## config.mk

```make
export PLATFORM = sky130hd
export DESIGN_NAME = ain_conditioner_flat
export DESIGN_NICKNAME = d
export VERILOG_FILES = /design/src/rtl/ain_conditioner_if.sv /design/src/rtl/ain_conditioner.sv /design/src/flat_wrapper.sv
export SDC_FILE = /design/constraint.sdc
export NUM_CORES = 1
export LEC_CHECK = 0
export CAP_MARGIN = 20
export CORE_ASPECT_RATIO = 0.8
export CORE_MARGIN = 4
export CORE_UTILIZATION = 49
export CTS_CLUSTER_DIAMETER = 100
export CTS_CLUSTER_SIZE = 40
export DETAILED_ROUTE_END_ITERATION = 16
export PLACE_DENSITY = 0.75
export SLEW_MARGIN = 20
export SYNTH_ARGS = -nofsm -noshare
export SYNTH_HDL_FRONTEND = slang
export SYNTH_SLANG_ARGS = --single-unit
export TNS_END_PERCENT = 5
```

## constraint.sdc

```tcl
create_clock -name clk -period 2.2 [get_ports clk]
set_input_delay 0.22 -clock clk [delete_from_list [all_inputs] [get_ports clk]]
set_output_delay 0.22 -clock clk [all_outputs]
set_load 0.05 [all_outputs]
```

## src/rtl/ain_conditioner_if.sv

```systemverilog
// ain_conditioner_if: switch input and debounced-code outputs of the analog-input conditioner.
`default_nettype none

interface ain_conditioner_if #(
    parameter int CNT_W = 8
);
    logic [1:0]       sw;
    logic [1:0]       ain;
    logic             ain_chg;
    logic             busy;
    logic [CNT_W-1:0] chg_cnt;

    modport master (
        output sw,
        input  ain,
        input  ain_chg,
        input  busy,
        input  chg_cnt
    );

    modport slave (
        input  sw,
        output ain,
        output ain_chg,
        output busy,
        output chg_cnt
    );
endinterface

`default_nettype wire

```

## src/rtl/ain_conditioner.sv

```systemverilog
// ==========================================================================
// Module      : ain_conditioner
// Description : Two-flop synchronizer plus 2-bit vector debouncer producing a
//               registered code, a commit pulse, a busy flag and commit count.
// Revision    : 1.0 - initial release
// ==========================================================================
`default_nettype none

module ain_conditioner #(
    parameter int DEB_CYCLES = 4,
    parameter int CNT_W      = 8
) (
    input  wire logic           clk,
    input  wire logic           reset,
    ain_conditioner_if.slave    bus
);

    localparam int               c_CW       = (DEB_CYCLES <= 2) ? 1 : $clog2(DEB_CYCLES);
    localparam logic [c_CW-1:0]  c_CNT_MAX  = c_CW'(DEB_CYCLES - 1);
    localparam logic [CNT_W-1:0] c_CHG_SAT  = {CNT_W{1'b1}};

    typedef enum logic [0:0] {
        ST_IDLE   = 1'b0,
        ST_SETTLE = 1'b1
    } state_t;

    state_t           r_state;
    logic [1:0]       r_s1;
    logic [1:0]       r_s2;
    logic [1:0]       r_cand;
    logic [c_CW-1:0]  r_cnt;
    logic [1:0]       r_ain;
    logic             r_ain_chg;
    logic             r_busy;
    logic [CNT_W-1:0] r_chg_cnt;

    always_ff @(posedge clk or negedge reset) begin
        if (!reset) begin
            r_state   <= ST_IDLE;
            r_s1      <= 2'b00;
            r_s2      <= 2'b00;
            r_cand    <= 2'b00;
            r_cnt     <= '0;
            r_ain     <= 2'b00;
            r_ain_chg <= 1'b0;
            r_busy    <= 1'b0;
            r_chg_cnt <= '0;
        end else begin
            r_s1      <= bus.sw;
            r_s2      <= r_s1;
            r_ain_chg <= 1'b0;
            case (r_state)
                ST_IDLE: begin
                    r_cnt <= '0;
                    if (r_s2 != r_ain) begin
                        r_cand  <= r_s2;
                        r_state <= ST_SETTLE;
                        r_busy  <= 1'b1;
                    end
                end
                ST_SETTLE: begin
                    // Bounce back to the committed code wins over every other case.
                    if (r_s2 == r_ain) begin
                        r_cnt   <= '0;
                        r_state <= ST_IDLE;
                        r_busy  <= 1'b0;
                    end else if (r_s2 != r_cand) begin
                        r_cand <= r_s2;
                        r_cnt  <= '0;
                    end else if (r_cnt == c_CNT_MAX) begin
                        r_ain     <= r_cand;
                        r_ain_chg <= 1'b1;
                        r_cnt     <= '0;
                        r_state   <= ST_IDLE;
                        r_busy    <= 1'b0;
                        if (r_chg_cnt != c_CHG_SAT) begin
                            r_chg_cnt <= r_chg_cnt + 1'b1;
                        end
                    end else begin
                        r_cnt <= r_cnt + 1'b1;
                    end
                end
                default: begin
                    r_state <= ST_IDLE;
                    r_busy  <= 1'b0;
                    r_cnt   <= '0;
                end
            endcase
        end
    end

    assign bus.ain     = r_ain;
    assign bus.ain_chg = r_ain_chg;
    assign bus.busy    = r_busy;
    assign bus.chg_cnt = r_chg_cnt;

endmodule

`default_nettype wire
```

## src/flat_wrapper.sv

```systemverilog
// flat-port wrapper written by rule: the top's interface ports become plain ports
module ain_conditioner_flat 
#(
    parameter int DEB_CYCLES = 4,
    parameter int CNT_W      = 8
)
  (clk, reset, bus_sw, bus_ain, bus_ain_chg, bus_busy, bus_chg_cnt);
  ain_conditioner_if #(.CNT_W(CNT_W)) bus_i ();
  input  wire logic clk;
  input  wire logic reset;
  input wire logic [$bits(bus_i.sw)-1:0] bus_sw;
  output wire logic [$bits(bus_i.ain)-1:0] bus_ain;
  output wire logic [$bits(bus_i.ain_chg)-1:0] bus_ain_chg;
  output wire logic [$bits(bus_i.busy)-1:0] bus_busy;
  output wire logic [$bits(bus_i.chg_cnt)-1:0] bus_chg_cnt;
  assign bus_i.sw = bus_sw;
  assign bus_ain = bus_i.ain;
  assign bus_ain_chg = bus_i.ain_chg;
  assign bus_busy = bus_i.busy;
  assign bus_chg_cnt = bus_i.chg_cnt;
  ain_conditioner #(.DEB_CYCLES(DEB_CYCLES), .CNT_W(CNT_W)) u_core (.clk(clk), .reset(reset), .bus(bus_i));
endmodule
```

* Word level (Yosys, flattened, before mapping)
Cells that the tools add are included.
** Storage, ports and cells
- Bits in registers :: 21
** Operators by class
- $add $sub $neg :: 2
- Equal/unequal tests :: 10
- Multiplexer cells :: 22
- Bitwise gates (word level) :: 3
- Reductions and logical operators :: 4
** Operators with widths (count)
- $mux W1 :: 12
- $mux W2 :: 6
- $add A8 B1 Y8 const B :: 1
- $ne A8 B8 Y1 const B :: 1
- $pmux W2 S2 :: 2
- $ne A3 B3 Y1 const B :: 2
- $reduce_and A3 Y1 :: 2
- $reduce_and A5 Y1 :: 1
- $ne A2 B2 Y1 :: 2
- $ne A2 B2 Y1 const B :: 2
- $pmux W1 S2 :: 2
- $reduce_and A4 Y1 :: 1
- $not A1 Y1 :: 3
- $add A2 B1 Y2 const B :: 1
- $eq A2 B2 Y1 :: 1
- $eq A2 B2 Y1 const B :: 1
- $ne A2 B1 Y1 const B :: 1

* Longest topological paths before layout
Gate-level depths: netlist of run 1.
- Depth in word-level cells :: 5
- Depth in mapped cells :: 5

* Least setup slack after synthesis of run 1
OpenSTA, ideal clock, no wires.
- Path type :: register to register
- Start :: register u_core.r_ain[0] (netlist: u_core.bus.ain[0])
- End :: register u_core.r_ain[0] (netlist: u_core.bus.ain[0])
- Library setup time :: 0.125 ns
- Data arrival time :: 1.741 ns
- Data required time :: 2.075 ns
- Slack :: 0.334 ns
- Stages on the path, launching flop included :: 5
- Buffers on the path :: 0
- Clock period less this slack :: 1.866 ns
- Cells stage by stage :: dfrtp_1 > xor2_1 > o2111ai_4 > or2_4 > mux2_4
** On the way
- Cells in the longest elaborated chain, start to end :: 3
** Ends and longest elaborated chain
- start, declared :: line ain_conditioner.sv:32 : logic [1:0] r_ain;
- start signal, assigned :: line ain_conditioner.sv:71 : r_ain <= r_cand;
- $eq A2 B2 Y1 :: line ain_conditioner.sv:63 : if (r_s2 == r_ain) begin
- $not A1 Y1 (no source line)
- $reduce_and A4 Y1 (no source line)
Every way passes these cells.
A chain may end at the register's enable or synchronous reset.

* Worst setup path in the final report of run 1
- Start :: register u_core.r_chg_cnt[3] (netlist: u_core.bus.chg_cnt[3])
- End :: output port bus_chg_cnt[3]
** RTL lines
- start, declared :: line ain_conditioner.sv:35 : logic [CNT_W-1:0] r_chg_cnt;
- start signal, assigned :: line ain_conditioner.sv:77 : r_chg_cnt <= r_chg_cnt + 1'b1;
- end, declared :: line flat_wrapper.sv:15 : output wire logic [$bits(bus_i.chg_cnt)-1:0] bus_chg_cnt;
No word-level cell between the ends.

==> results.rst, run 1 <==
.. list-table::
   :header-rows: 1

   * - Metric
     - Value
   * - TritonCTS clock tree
     - yes
   * - Share of synthesized area occupied by flip-flops and latches
     - 0.589
   * - Half-perimeter wire length of the detailed placement result
     - 1.08 mm
   * - Post-synthesis instance area
     - between 800 and 900 um^2
   * - Delay of the slowest critical-path stage
     - ~0.84 ns
   * - Post-CTS Setup Inserts
     - 0
   * - Count of inserted antenna diode cells
     - 0
   * - Die height
     - 46.2 um
   * - Element type at the critical path end
     - primary output
   * - Final estimated routing congestion in global placement
     - 0.786
   * - Static Leak
     - 0.514 nW
   * - Count of max-cap constraint violations
     - 0
   * - Critical path data required time
     - 1.98 ns
   * - Post-synthesis to final-layout area growth
     - 23.7%
   * - Clk network pwr share
     - 0.265
   * - Num CTS Buffers
     - 3
   * - Most common cell after layout, fill and taps aside
     - sky130_fd_sc_hd__dfrtp_1
   * - Highest ir drop seen on vdd
     - between 0.6 and 0.7 mV
   * - Worst-Skew Late Latency
     - approximately 0.3 ns
   * - Class of the most critical setup path
     - register to primary output
   * - Via count of the first global-routing pass
     - roughly 540
   * - Number of cells produced by synthesis
     - just under 70
   * - Die X-Extent
     - about 56 um
   * - Hold Crit Class
     - primary input to asynchronous set/reset pin
   * - Worst slew pin tran
     - ~0.5 ns
   * - Net switching power of the design
     - between 150 and 200 uW
   * - Outcome
     - finished clean
   * - PD cells
     - ~600 nW/um^2
   * - Number of remaining DRC errors
     - 0
   * - GRT Util Overall
     - 0.131
   * - Crit path max fanout
     - 6
   * - Core ar.
     - between 1500 and 2000 um^2
   * - Synthesized-area fraction occupied by xor and xnor cells
     - 0.116
   * - Final hold violations
     - 0
   * - Number of nets still failing antenna checks after routing
     - 0
   * - Number of warnings printed during yosys synthesis
     - 0
   * - Summed negative setup slack over all endpoints
     - 0 ns
   * - Wire length of the first global-routing pass
     - about 2.5 mm
   * - Root Driver
     - sky130_fd_sc_hd__clkbuf_4
   * - Final nets
     - 95
   * - Setup violators final
     - 0
   * - Worst slew margin relative to its limit
     - 0.664
   * - Ratio of cells with drive above 1 in the final layout
     - 0.136
   * - Share of the synthesized area in compound gates (AO/OA/AOI/OAI)
     - 0.0547
   * - Wire per inst
     - 12.7 um
   * - Switching portion of total power
     - 0.247
   * - Synth Area in Adders
     - 0.0281
   * - Average footprint of a synthesized cell
     - about 13 um^2
   * - Largest family of logic cells by synthesized area
     - simple AND/OR/NAND/NOR gates
   * - Final design instance area without fill
     - ~1100 um^2
   * - Clock skew after layout
     - 0.00126 ns
   * - Kind of cell adding the most delay to the critical path
     - buffers and inverters
   * - Top-level port count
     - 16
   * - Logic gate share of total power
     - 0.113
   * - Mux cell area share after synthesis
     - 0.0715
   * - Via count of the routed design
     - about 550
   * - Cell at the slowest stage of the critical path
     - sky130_fd_sc_hd__clkdlybuf4s50_1
   * - Core utilization of the finished layout
     - 0.659
   * - Maximum buffer depth of the clock tree
     - 2
   * - Clock Sink Count
     - 21
   * - Post_cts resized
     - 0
   * - H-tree depth reported by CTS
     - 1
   * - Clk pin slew, worst setup/hold paths
     - about 0.1 ns
   * - Achievable Freq
     - around 550 MHz
   * - Unrepaired setup endpoints after global routing
     - no
   * - Post-route clock period utilization
     - 0.824
   * - Violation count after the first detailed-route iteration
     - 3
   * - Die Footprint
     - 2570 um^2
   * - Largest net degree at the start of global routing
     - 22
   * - Via density
     - between 5 and 6
   * - Cts hold-fix bufs
     - 0
   * - Initial antenna violation count
     - 0
   * - Starting density of the core
     - 0.532
   * - Post-route minimum period
     - around 1.8 ns
   * - Launching element type of the critical path
     - register
   * - Internal power
     - 501 uW
   * - Detailed-route wire length
     - between 1 and 1.5 mm
   * - Net count after synthesis
     - 74
   * - Number of buffer and inverter instances along the worst setup path
     - 1
   * - Cell area after placement
     - around 1100 um^2
   * - Overall overflow remaining after global route
     - 0
   * - TritonRoute pass-1 iters
     - 2
   * - Total count of max-transition violations in the final report
     - 0
   * - Count of input and output buffers
     - 15
   * - Highest-count cells in the layout ignoring fill and taps
     - 21 x sky130_fd_sc_hd__dfrtp_1, 15 x sky130_fd_sc_hd__clkdlybuf4s50_1, 8 x sky130_fd_sc_hd__xor2_1
   * - Post-synthesis share of cell area spent on and, or, nand and nor gates
     - 0.123
   * - Count of distinct cell types in the synthesized netlist
     - 21
   * - Count of fill cells added during filler insertion
     - between 100 and 150
   * - Cell Rows
     - 13
   * - Fraction of power consumed by sequential logic
     - 0.622
   * - Crit path arrival time
     - between 1.5 and 2 ns
   * - Flip-flop and latch count after synthesis
     - 21
   * - Cell Chain, Critical Path
     - clkdlybuf4s50_1
==> synth_stat cells (all sizes together) <==
master	number	area share
dfrtp	21	0.59
xor2	9	0.097
mux2	5	0.072
nand3	5	0.028
nor3	5	0.028
inv	4	0.017
nor2	3	0.013
nor4	3	0.021
ha	2	0.028
nand2	2	0.0084
o21ai	2	0.015
xnor2	2	0.020
a41oi	1	0.0098
nand3b	1	0.0084
nand4	1	0.0070
o2111ai	1	0.029
or2	1	0.0098
==> cell type report <==
type / count / area [um^2] / area share
Multi-Input combinational cell: 43 / 352 / 0.319
Tap cell: 22 / 27.5 / 0.0249
Timing Repair Buffer: 16 / 158 / 0.143
Sequential cell: 21 / 526 / 0.476
Inverter: 4 / 15.0 / 0.0136
Clock buffer: 4 / 26.3 / 0.0238
==> state kept, by name, indices dropped and copies added, names as in the netlist <==
register,count
u_core.bus.ain,2
u_core.bus.ain_chg,1
u_core.bus.busy,1
u_core.bus.chg_cnt,8
u_core.r_cand,2
u_core.r_cnt,2
u_core.r_s1,2
u_core.r_s2,2
u_core.r_state,1
==> per-stage QoR <==
step                setup slack (ns)  total power, mW  cells  hold slack, ns
floorplan                      0.334            0.467     68         -0.0756
global placement               0.502            0.495    106           0.333
finish                         0.387            0.665    110           0.246
detailed placement             0.446            0.498    106           0.335
CTS                            0.375            0.675    110           0.244
global route                   0.304            0.702    110           0.263
==> power groups by stage <==
| stage | Combinational (mW) | Clock (mW) | Sequential, mW |
|---|---|---|---|
| 2_1_floorplan | 0.0330 | 0 | 0.434 |
| 3_3_place_gp | 0.0750 | 0 | 0.420 |
| 3_5_place_dp | 0.0766 | 0 | 0.421 |
| 4_1_cts | 0.0766 | 0.185 | 0.414 |
| 5_1_grt | 0.0830 | 0.203 | 0.416 |
| 6_report | 0.0753 | 0.176 | 0.413 |
==> metal layers <==
metal / vias up / global-route usage / share of wire / wire (um)
met2: 10 / 0.179 / 0.43 / 597
met3: 2 / 0.0644 / 0.064 / 89
met5: - / 0 / 0 / 0
met1: 264 / 0.181 / 0.50 / 704
li1: 277 / - / - / -
met4: 0 / 0.0437 / 0.0071 / 10
==> kinds of logic (layout without fill, tap and decap cells) <==
| kind of cell | count (synthesis) | in the layout |
|---|---|---|
| multiplexers | 5 | 5 |
| AO/OA/AOI/OAI | 4 | 4 |
| AND/OR/NAND/NOR | 21 | 21 |
| adder cells (fa/ha/maj) | 2 | 2 |
| XOR/XNOR | 11 | 11 |
| flip-flops | 21 | 21 |
| buffers and inverters | 4 | 24 |
==> path summary, 6_finish.rpt <==
path                            slack, ns                   from                    end  cells after the start
worst max-delay path                 0.39  u_core.bus.chg_cnt[3]         bus_chg_cnt[3]                      1
worst min-delay path                 0.25                  reset         u_core.r_s1[1]                      2
worst max register to register       0.45       u_core.r_cand[0]      u_core.bus.ain[0]                      4
worst min register to register       0.36         u_core.r_s1[0]         u_core.r_s2[0]                      0
max in group asynchronous            1.75                  reset  u_core.bus.chg_cnt[2]                      2
min in group clk                     0.35              bus_sw[1]         u_core.r_s1[1]                      1
Power figures use the tool's default switching activity.
==> inputs of run 2 (changes only) <==
==> constraint.sdc (replaced) <==
create_clock -name clk -period 1.87 [get_ports clk]
set_input_delay 0.187 -clock clk [delete_from_list [all_inputs] [get_ports clk]]
set_output_delay 0.187 -clock clk [all_outputs]
set_load 0.05 [all_outputs]
==> run 2 against run 1 <==
Clock power is 16% higher. Clock-buffer cell count unchanged. Utilization is 0.45 points higher. Flip-flop and latch count is the same. Non-clock buffer count stayed put. Cell area increased by 0.68%. Critical path depth unchanged. Hold slack lost 0.033 ns. Die area unchanged. Register-to-register slack got worse by 0.35 ns. First-iteration DRC count increased to 3.0 times the previous value. Power grew 18%.
==> results.rst, run 2 (synthesized netlist as in run 1, its figures left out) <==
.. list-table::
   :header-rows: 1

   * - Metric
     - Value
   * - Class of the most critical setup path
     - register to primary output (unchanged)
   * - Logic gate share of total power
     - 0.116 (was 0.113)
   * - Final estimated routing congestion in global placement
     - 0.787 (was 0.786)
   * - Met3 capacity usage during global routing
     - 0.0644 (unchanged)
   * - Number of remaining DRC errors
     - 0 (unchanged)
   * - Root Driver
     - sky130_fd_sc_hd__clkbuf_4 (unchanged)
   * - Fraction of power consumed by sequential logic
     - 0.623 (was 0.622)
   * - TritonCTS clock tree
     - yes (unchanged)
   * - Post-route minimum period
     - between 1.5 and 2 ns
   * - Switching portion of total power
     - 0.246 (was 0.247)
   * - Half-perimeter wire length of the detailed placement result
     - 1.06 mm (was 1.08 mm)
   * - Final hold violations
     - 0 (unchanged)
   * - Min Hold Slack
     - 0.214 ns (was 0.246 ns)
   * - Element type at the critical path end
     - primary output (unchanged)
   * - GRT Util Overall
     - 0.124 (was 0.131)
   * - Reg-to-reg startpoint
     - u_core.r_s2[1] (was u_core.r_cand[0])
   * - Clk pin slew, worst setup/hold paths
     - 0.10 ns (about the same)
   * - Overall overflow remaining after global route
     - 0 (unchanged)
   * - Critical path data required time
     - 1.68 ns (was 1.98 ns)
   * - Count of max-cap constraint violations
     - 0 (unchanged)
   * - Maximum buffer depth of the clock tree
     - 2 (unchanged)
   * - Wire length of the first global-routing pass
     - 2.32 mm (was 2.46 mm)
   * - Wire per inst
     - 12.8 um (was 12.7 um)
   * - PD cells
     - 705 nW/um^2 (was 603 nW/um^2)
   * - Cell Rows
     - 13 (unchanged)
   * - Crit path arrival time
     - 1.59 ns (about the same)
   * - Most common cell after layout, fill and taps aside
     - sky130_fd_sc_hd__dfrtp_1 (unchanged)
   * - Post-route clock period utilization
     - 0.949
   * - Number of flip-flops under the largest register name
     - 8 (unchanged)
   * - Internal power
     - 591 uW (was 501 uW)
   * - Critical path launch point
     - u_core.bus.chg_cnt[3] (unchanged)
   * - Violation count after the first detailed-route iteration
     - 9 (was 3)
   * - Total count of max-transition violations in the final report
     - 0 (unchanged)
   * - Setup violators final
     - 0 (unchanged)
   * - H-tree depth reported by CTS
     - 1 (unchanged)
   * - Post-CTS Setup Inserts
     - 0 (unchanged)
   * - Worst slew margin relative to its limit
     - 0.664 (about the same)
   * - Highest ir drop seen on vdd
     - 0.734 mV (was 0.635 mV)
   * - Via density
     - 4.93 (was 5.03)
   * - Achievable Freq
     - roughly 560 MHz
   * - Die height
     - 46.2 um (unchanged)
   * - Top-level port count
     - 16 (unchanged)
   * - Worst-Skew Late Latency
     - 0.29 ns (was 0.30 ns)
   * - Cell at the slowest stage of the critical path
     - sky130_fd_sc_hd__clkdlybuf4s50_1 (unchanged)
   * - Net switching power of the design
     - 193 uW (was 164 uW)
   * - Worst path depth
     - 1 (unchanged)
   * - Worst slew pin tran
     - 0.502 ns (about the same)
   * - Delay of the slowest critical-path stage
     - 0.84 ns (about the same)
   * - Hold Crit Class
     - primary input to asynchronous set/reset pin (unchanged)
   * - Detailed-route wire length
     - 1.40 mm (about the same)
   * - Kind of cell adding the most delay to the critical path
     - buffers and inverters (unchanged)
   * - Via count of the routed design
     - 542 (was 553)
   * - Post_cts resized
     - 0 (unchanged)
   * - Summed negative setup slack over all endpoints
     - 0 ns (unchanged)
   * - Number of buffer and inverter instances along the worst setup path
     - 1 (unchanged)
   * - Launching element type of the critical path
     - register (unchanged)
   * - Final nets
     - 95 (unchanged)
   * - Ratio of cells with drive above 1 in the final layout
     - 0.148 (was 0.136)
   * - Met2 usage in global routing
     - 0.175 (was 0.179)
   * - Cell Chain, Critical Path
     - clkdlybuf4s50_1 (unchanged)
   * - Crit path max fanout
     - 6 (unchanged)
   * - Die X-Extent
     - 55.7 um (unchanged)
   * - Cts hold-fix bufs
     - 0 (unchanged)
   * - Num CTS Buffers
     - 3 (unchanged)
   * - Clock Sink Count
     - 21 (unchanged)
   * - Outcome
     - finished clean (unchanged)
   * - GR peak layer
     - met2 (was met1)
   * - Met1 capacity usage during global routing
     - 0.165 (was 0.181)
   * - Number of nets still failing antenna checks after routing
     - 0 (unchanged)
   * - Starting density of the core
     - 0.532 (unchanged)
   * - TritonRoute pass-1 iters
     - 4 (was 2)
   * - Count of inserted antenna diode cells
     - 0 (unchanged)
   * - Static Leak
     - 0.520 nW (was 0.514 nW)
   * - Post-synthesis to final-layout area growth
     - 24.5% (was 23.7%)
   * - Highest-count cells in the layout ignoring fill and taps
     - 21 x sky130_fd_sc_hd__dfrtp_1, 15 x sky130_fd_sc_hd__clkdlybuf4s50_1, 8 x sky130_fd_sc_hd__xor2_1 (unchanged)
   * - Count of fill cells added during filler insertion
     - 129 (was 138)
   * - Core ar.
     - 1680 um^2 (unchanged)
   * - Clock skew after layout
     - 0.000756 ns (was 0.00126 ns)
   * - Die Footprint
     - 2570 um^2 (unchanged)
   * - Depth of the most critical reg-to-reg path
     - 4 (unchanged)
   * - Unrepaired setup endpoints after global routing
     - no (unchanged)
   * - Via count of the first global-routing pass
     - 517 (was 535)
   * - Clk network pwr share
     - 0.261 (was 0.265)
   * - Largest net degree at the start of global routing
     - 22 (unchanged)
   * - Initial antenna violation count
     - 0 (unchanged)
   * - Count of input and output buffers
     - 15 (unchanged)
[run 2: cell counts in the layout (fill, tap and decap cells not counted)]
Identical to the previous run, type by type.
[run 2: path summary, 6_finish.rpt]
kind | to | slack, ns
max | bus_chg_cnt[3] | 0.1
min | u_core.r_s1[1] | 0.21
max reg2reg | u_core.bus.ain[0] | 0.1
min reg2reg | u_core.r_s2[0] | 0.36
max in group asynchronous | u_core.bus.chg_cnt[6] | 1.45
min in group clk | u_core.r_s1[1] | 0.32
[run 2: area by class of cell]
class	instances	area, um^2	area share
repair buffers	16	158	0.142
multi-input cells	43	359	0.323
inverters	4	15.0	0.0135
well taps	22	27.5	0.0248
clock buffers	4	26.3	0.0236
flip-flops and latches	21	526	0.473
[run 2: metal layers]
layer	vias up	share of wire
li1	277	-
met1	253	0.51
met2	10	0.42
met3	2	0.062
met4	0	0.0071
met5	-	0
[run 2: power by group through the flow]
| stage | Combinational [mW] | Sequential [mW] | Clock, mW |
|---|---|---|---|
| final | 0.0908 | 0.488 | 0.205 |
| after global routing | 0.0994 | 0.491 | 0.240 |
| after CTS | 0.0901 | 0.487 | 0.217 |
| after detailed placement | 0.0904 | 0.496 | 0 |
| after global placement | 0.0883 | 0.494 | 0 |
| after floorplan | 0.0388 | 0.510 | 0 |
[run 2: metrics by stage]
| stage | total power, mW | instances | utilization | cell area [um^2] | worst slack, ns |
|---|---|---|---|---|---|
| after floorplan | 0.549 | 68 | - | 892 | 0.00350 |
| after global routing | 0.830 | 110 | 0.663 | 1110 | 0.00366 |
| after detailed placement | 0.586 | 106 | 0.643 | 1080 | 0.123 |
| after global placement | 0.583 | 106 | 0.643 | 1080 | 0.172 |
| final | 0.784 | 110 | 0.663 | 1110 | 0.0959 |
| after CTS | 0.794 | 110 | 0.659 | 1100 | 0.0713 |
==> inputs of run 3 (changes only) <==
--- a/config.mk
+++ b/config.mk
@@ -8,11 +8,13 @@
 export CAP_MARGIN = 20
 export CORE_ASPECT_RATIO = 0.8
 export CORE_MARGIN = 4
-export CORE_UTILIZATION = 49
+export CORE_UTILIZATION = 55
 export CTS_CLUSTER_DIAMETER = 100
 export CTS_CLUSTER_SIZE = 40
 export DETAILED_ROUTE_END_ITERATION = 16
-export PLACE_DENSITY = 0.75
+export DONT_BUFFER_PORTS = 1
+export PLACE_DENSITY = 0.7
+export SKIP_CTS_REPAIR_TIMING = 1
 export SLEW_MARGIN = 20
 export SYNTH_ARGS = -nofsm -noshare
 export SYNTH_HDL_FRONTEND = slang
==> run 3 against run 2 <==
Hold slack improved by 0.15 ns. Non-clock buffer count decreased by 3. Global-route usage increased by 2.7 points. First-iteration DRC count decreased by 22%. Setup slack got worse by 0.018 ns. Via count increased by 3.5%. Clock power increased by 4%. Utilization increased by 6.4 points. Fmax decreased by 1.0%. Critical path type is now register to register. Critical endpoint is now u_core.bus.ain[0].
==> results.rst, run 3 (synthesized netlist as in run 1, its figures left out) <==
.. list-table::
   :header-rows: 1

   * - Metric
     - Value
   * - Outcome
     - finished clean (unchanged)
   * - TritonRoute pass-1 iters
     - 4 (unchanged)
   * - Violation count after the first detailed-route iteration
     - 7 (was 9)
   * - Capturing point of the worst reg2reg path
     - u_core.bus.ain[0] (unchanged)
   * - Die X-Extent
     - 53.0 um (was 55.7 um)
   * - Achievable Freq
     - 558 MHz (was 564 MHz)
   * - Clock Sink Count
     - 21 (unchanged)
   * - Fraction of power consumed by sequential logic
     - 0.636 (was 0.623)
   * - Die Footprint
     - 2330 um^2 (was 2570 um^2)
   * - Post-route clock period utilization
     - 0.958 (was 0.949)
   * - Root Driver
     - sky130_fd_sc_hd__clkbuf_4 (unchanged)
   * - Startpoint of the worst hold path
     - u_core.r_s1[1]
   * - Via density
     - 5.29 (was 4.93)
   * - Switching portion of total power
     - 0.260 (was 0.246)
   * - Count of inserted antenna diode cells
     - 0 (unchanged)
   * - Worst slew pin tran
     - 0.898 ns (was 0.502 ns)
   * - Static Leak
     - 0.532 nW (was 0.520 nW)
   * - Final design instance area without fill
     - 1060 um^2 (was 1110 um^2)
   * - Number of nets still failing antenna checks after routing
     - 0 (unchanged)
   * - Unrepaired setup endpoints after global routing
     - no (unchanged)
   * - Number of remaining DRC errors
     - 0 (unchanged)
   * - Highest-count cells in the layout ignoring fill and taps
     - 21 x sky130_fd_sc_hd__dfrtp_1, 10 x sky130_fd_sc_hd__buf_4, 8 x sky130_fd_sc_hd__xor2_1 (was 21 x sky130_fd_sc_hd__dfrtp_1, 15 x sky130_fd_sc_hd__clkdlybuf4s50_1, 8 x sky130_fd_sc_hd__xor2_1)
   * - Clk network pwr share
     - 0.273 (was 0.261)
   * - Worst Hold Path Cells
     - 0
   * - Setup violators final
     - 0 (unchanged)
   * - Starting density of the core
     - 0.613 (was 0.532)
   * - Crit path arrival time
     - 1.99 ns (was 1.59 ns)
   * - Cell Rows
     - 12 (was 13)
   * - Reg-to-reg startpoint
     - u_core.r_cand[0] (was u_core.r_s2[1])
   * - Via count of the first global-routing pass
     - 568 (was 517)
   * - Count of max-cap constraint violations
     - 0 (unchanged)
   * - Num CTS Buffers
     - 3 (unchanged)
   * - TritonCTS clock tree
     - yes (unchanged)
   * - Maximum buffer depth of the clock tree
     - 2 (unchanged)
   * - Launching element type of the critical path
     - register (unchanged)
   * - Reg area
     - 526 um^2 (unchanged)
   * - Overall overflow remaining after global route
     - 0 (unchanged)
   * - Final estimated routing congestion in global placement
     - 0.788 (was 0.787)
   * - Largest net degree at the start of global routing
     - 22 (unchanged)
   * - Highest ir drop seen on vdd
     - 0.613 mV (was 0.734 mV)
   * - Clock skew after layout
     - 0.0101 ns (was 0.000756 ns)
   * - Area used by multi-input combinational logic
     - 359 um^2 (unchanged)
   * - H-tree depth reported by CTS
     - 1 (unchanged)
   * - Wire length of the first global-routing pass
     - 2.50 mm (was 2.32 mm)
   * - Most common cell after layout, fill and taps aside
     - sky130_fd_sc_hd__dfrtp_1 (unchanged)
   * - Critical path launch point
     - u_core.r_cand[0] (was u_core.bus.chg_cnt[3])
   * - Net switching power of the design
     - 203 uW (was 193 uW)
   * - Summed negative setup slack over all endpoints
     - 0 ns (unchanged)
   * - Worst reg2reg setup slack
     - 0.08 ns (was 0.1 ns)
   * - Crit path max fanout
     - 10 (was 6)
   * - Core ar.
     - 1460 um^2 (was 1680 um^2)
   * - Number of flip-flops under the largest register name
     - 8 (unchanged)
   * - Final hold violations
     - 0 (unchanged)
   * - Count of fill cells added during filler insertion
     - 102 (was 129)
   * - Count of input and output buffers
     - 0 (was 15)
   * - Wire per inst
     - 14.1 um (was 12.8 um)
   * - Depth of the most critical reg-to-reg path
     - 4 (unchanged)
   * - Class of the most critical setup path
     - register to register (was register to primary output)
   * - Initial antenna violation count
     - 0 (unchanged)
   * - Cell area after placement
     - 993 um^2 (was 1080 um^2)
   * - PD cells
     - 739 nW/um^2 (was 705 nW/um^2)
   * - Via count of the routed design
     - 561 (was 542)
   * - Final nets
     - 92 (was 95)
   * - Detailed-route wire length
     - 1.50 mm (was 1.40 mm)
   * - Element type at the critical path end
     - register (was primary output)
   * - Critical path data required time
     - 2.07 ns (was 1.68 ns)
   * - Core utilization of the finished layout
     - 0.727 (was 0.663)
   * - Post-route minimum period
     - 1.79 ns (was 1.77 ns)
   * - GRT Util Overall
     - 0.152 (was 0.124)
   * - Hold Crit Endpoint
     - u_core.r_s2[1]
   * - Min Hold Slack
     - 0.359 ns (was 0.214 ns)
   * - Internal power
     - 579 uW (was 591 uW)
   * - Total count of max-transition violations in the final report
     - 0 (unchanged)
   * - Logic gate share of total power
     - 0.091 (was 0.116)
   * - Die height
     - 44.0 um (was 46.2 um)
   * - Clk pin slew, worst setup/hold paths
     - 0.11 ns (was 0.10 ns)
   * - Worst-Skew Late Latency
     - 0.31 ns (was 0.29 ns)
   * - Half-perimeter wire length of the detailed placement result
     - 1.15 mm (was 1.06 mm)
   * - Hold Crit Class
     - register to register (was primary input to asynchronous set/reset pin)
   * - Top-level port count
     - 16 (unchanged)
   * - Post-synthesis to final-layout area growth
     - 18.7% (was 24.5%)
   * - Ratio of cells with drive above 1 in the final layout
     - 0.271 (was 0.148)
   * - Worst slew margin relative to its limit
     - 0.399 (was 0.664)
## run 3: cell types whose count changed in the layout (fill, tap and decap cells not counted), sizes merged
| cell | delta |
|---|---|
| clkdlybuf4s50 | -15 |
| buf | +9 |
| dlygate4sd3 | +3 |
| clkbuf | -1 |
| clkinv | +1 |
## run 3: routing by layer
metal	up-vias	GRT usage	routed length (um)
met5	-	0	0
met4	0	0.0306	14
met3	2	0.0774	96
met2	12	0.255	731
met1	277	0.175	657
li1	270	-	-
## run 3: worst max path at each step
stage | to | slack [ns] | cells past startpoint
finish | u_core.bus.ain[0] | 0.08 | 4
global route | u_core.bus.ain[1] | 0.01 | 4
CTS | u_core.bus.ain[0] | 0.07 | 4
detailed placement | u_core.bus.ain[0] | 0.11 | 4
global placement | u_core.bus.ain[0] | 0.15 | 4
floorplan | u_core.bus.ain[0] | 0.004 | 4
## run 3: area by class of cell
type,count,share of cell area
flip-flops and latches,21,0.496
multi-input cells,43,0.339
repair buffers,13,0.0993
well taps,21,0.0248
clock buffers,3,0.0213
inverters,4,0.0142
clock inverters,1,0.00473
## run 3: per-stage QoR
step / worst slack [ns] / cells / power (mW)
after floorplan: 0.00350 / 68 / 0.549
after global placement: 0.150 / 99 / 0.559
after detailed placement: 0.109 / 99 / 0.563
after CTS: 0.0742 / 103 / 0.773
after global routing: 0.0133 / 106 / 0.818
final: 0.0779 / 106 / 0.782
## run 3: power groups by stage
stage,registers (mW),clock network [mW],logic [mW]
finish,0.498,0.214,0.0709
global route,0.501,0.238,0.0793
CTS,0.497,0.218,0.0572
detailed placement,0.506,0,0.0570
global placement,0.505,0,0.0549
floorplan,0.510,0,0.0388
## run 3: critical path, stage by stage, from the launching register on
cell and delay [ns]:
sky130_fd_sc_hd__dfrtp_1 0.42, sky130_fd_sc_hd__xnor2_1 0.37, sky130_fd_sc_hd__o2111ai_4 0.27, sky130_fd_sc_hd__or2_4 0.32, sky130_fd_sc_hd__mux2_4 0.29
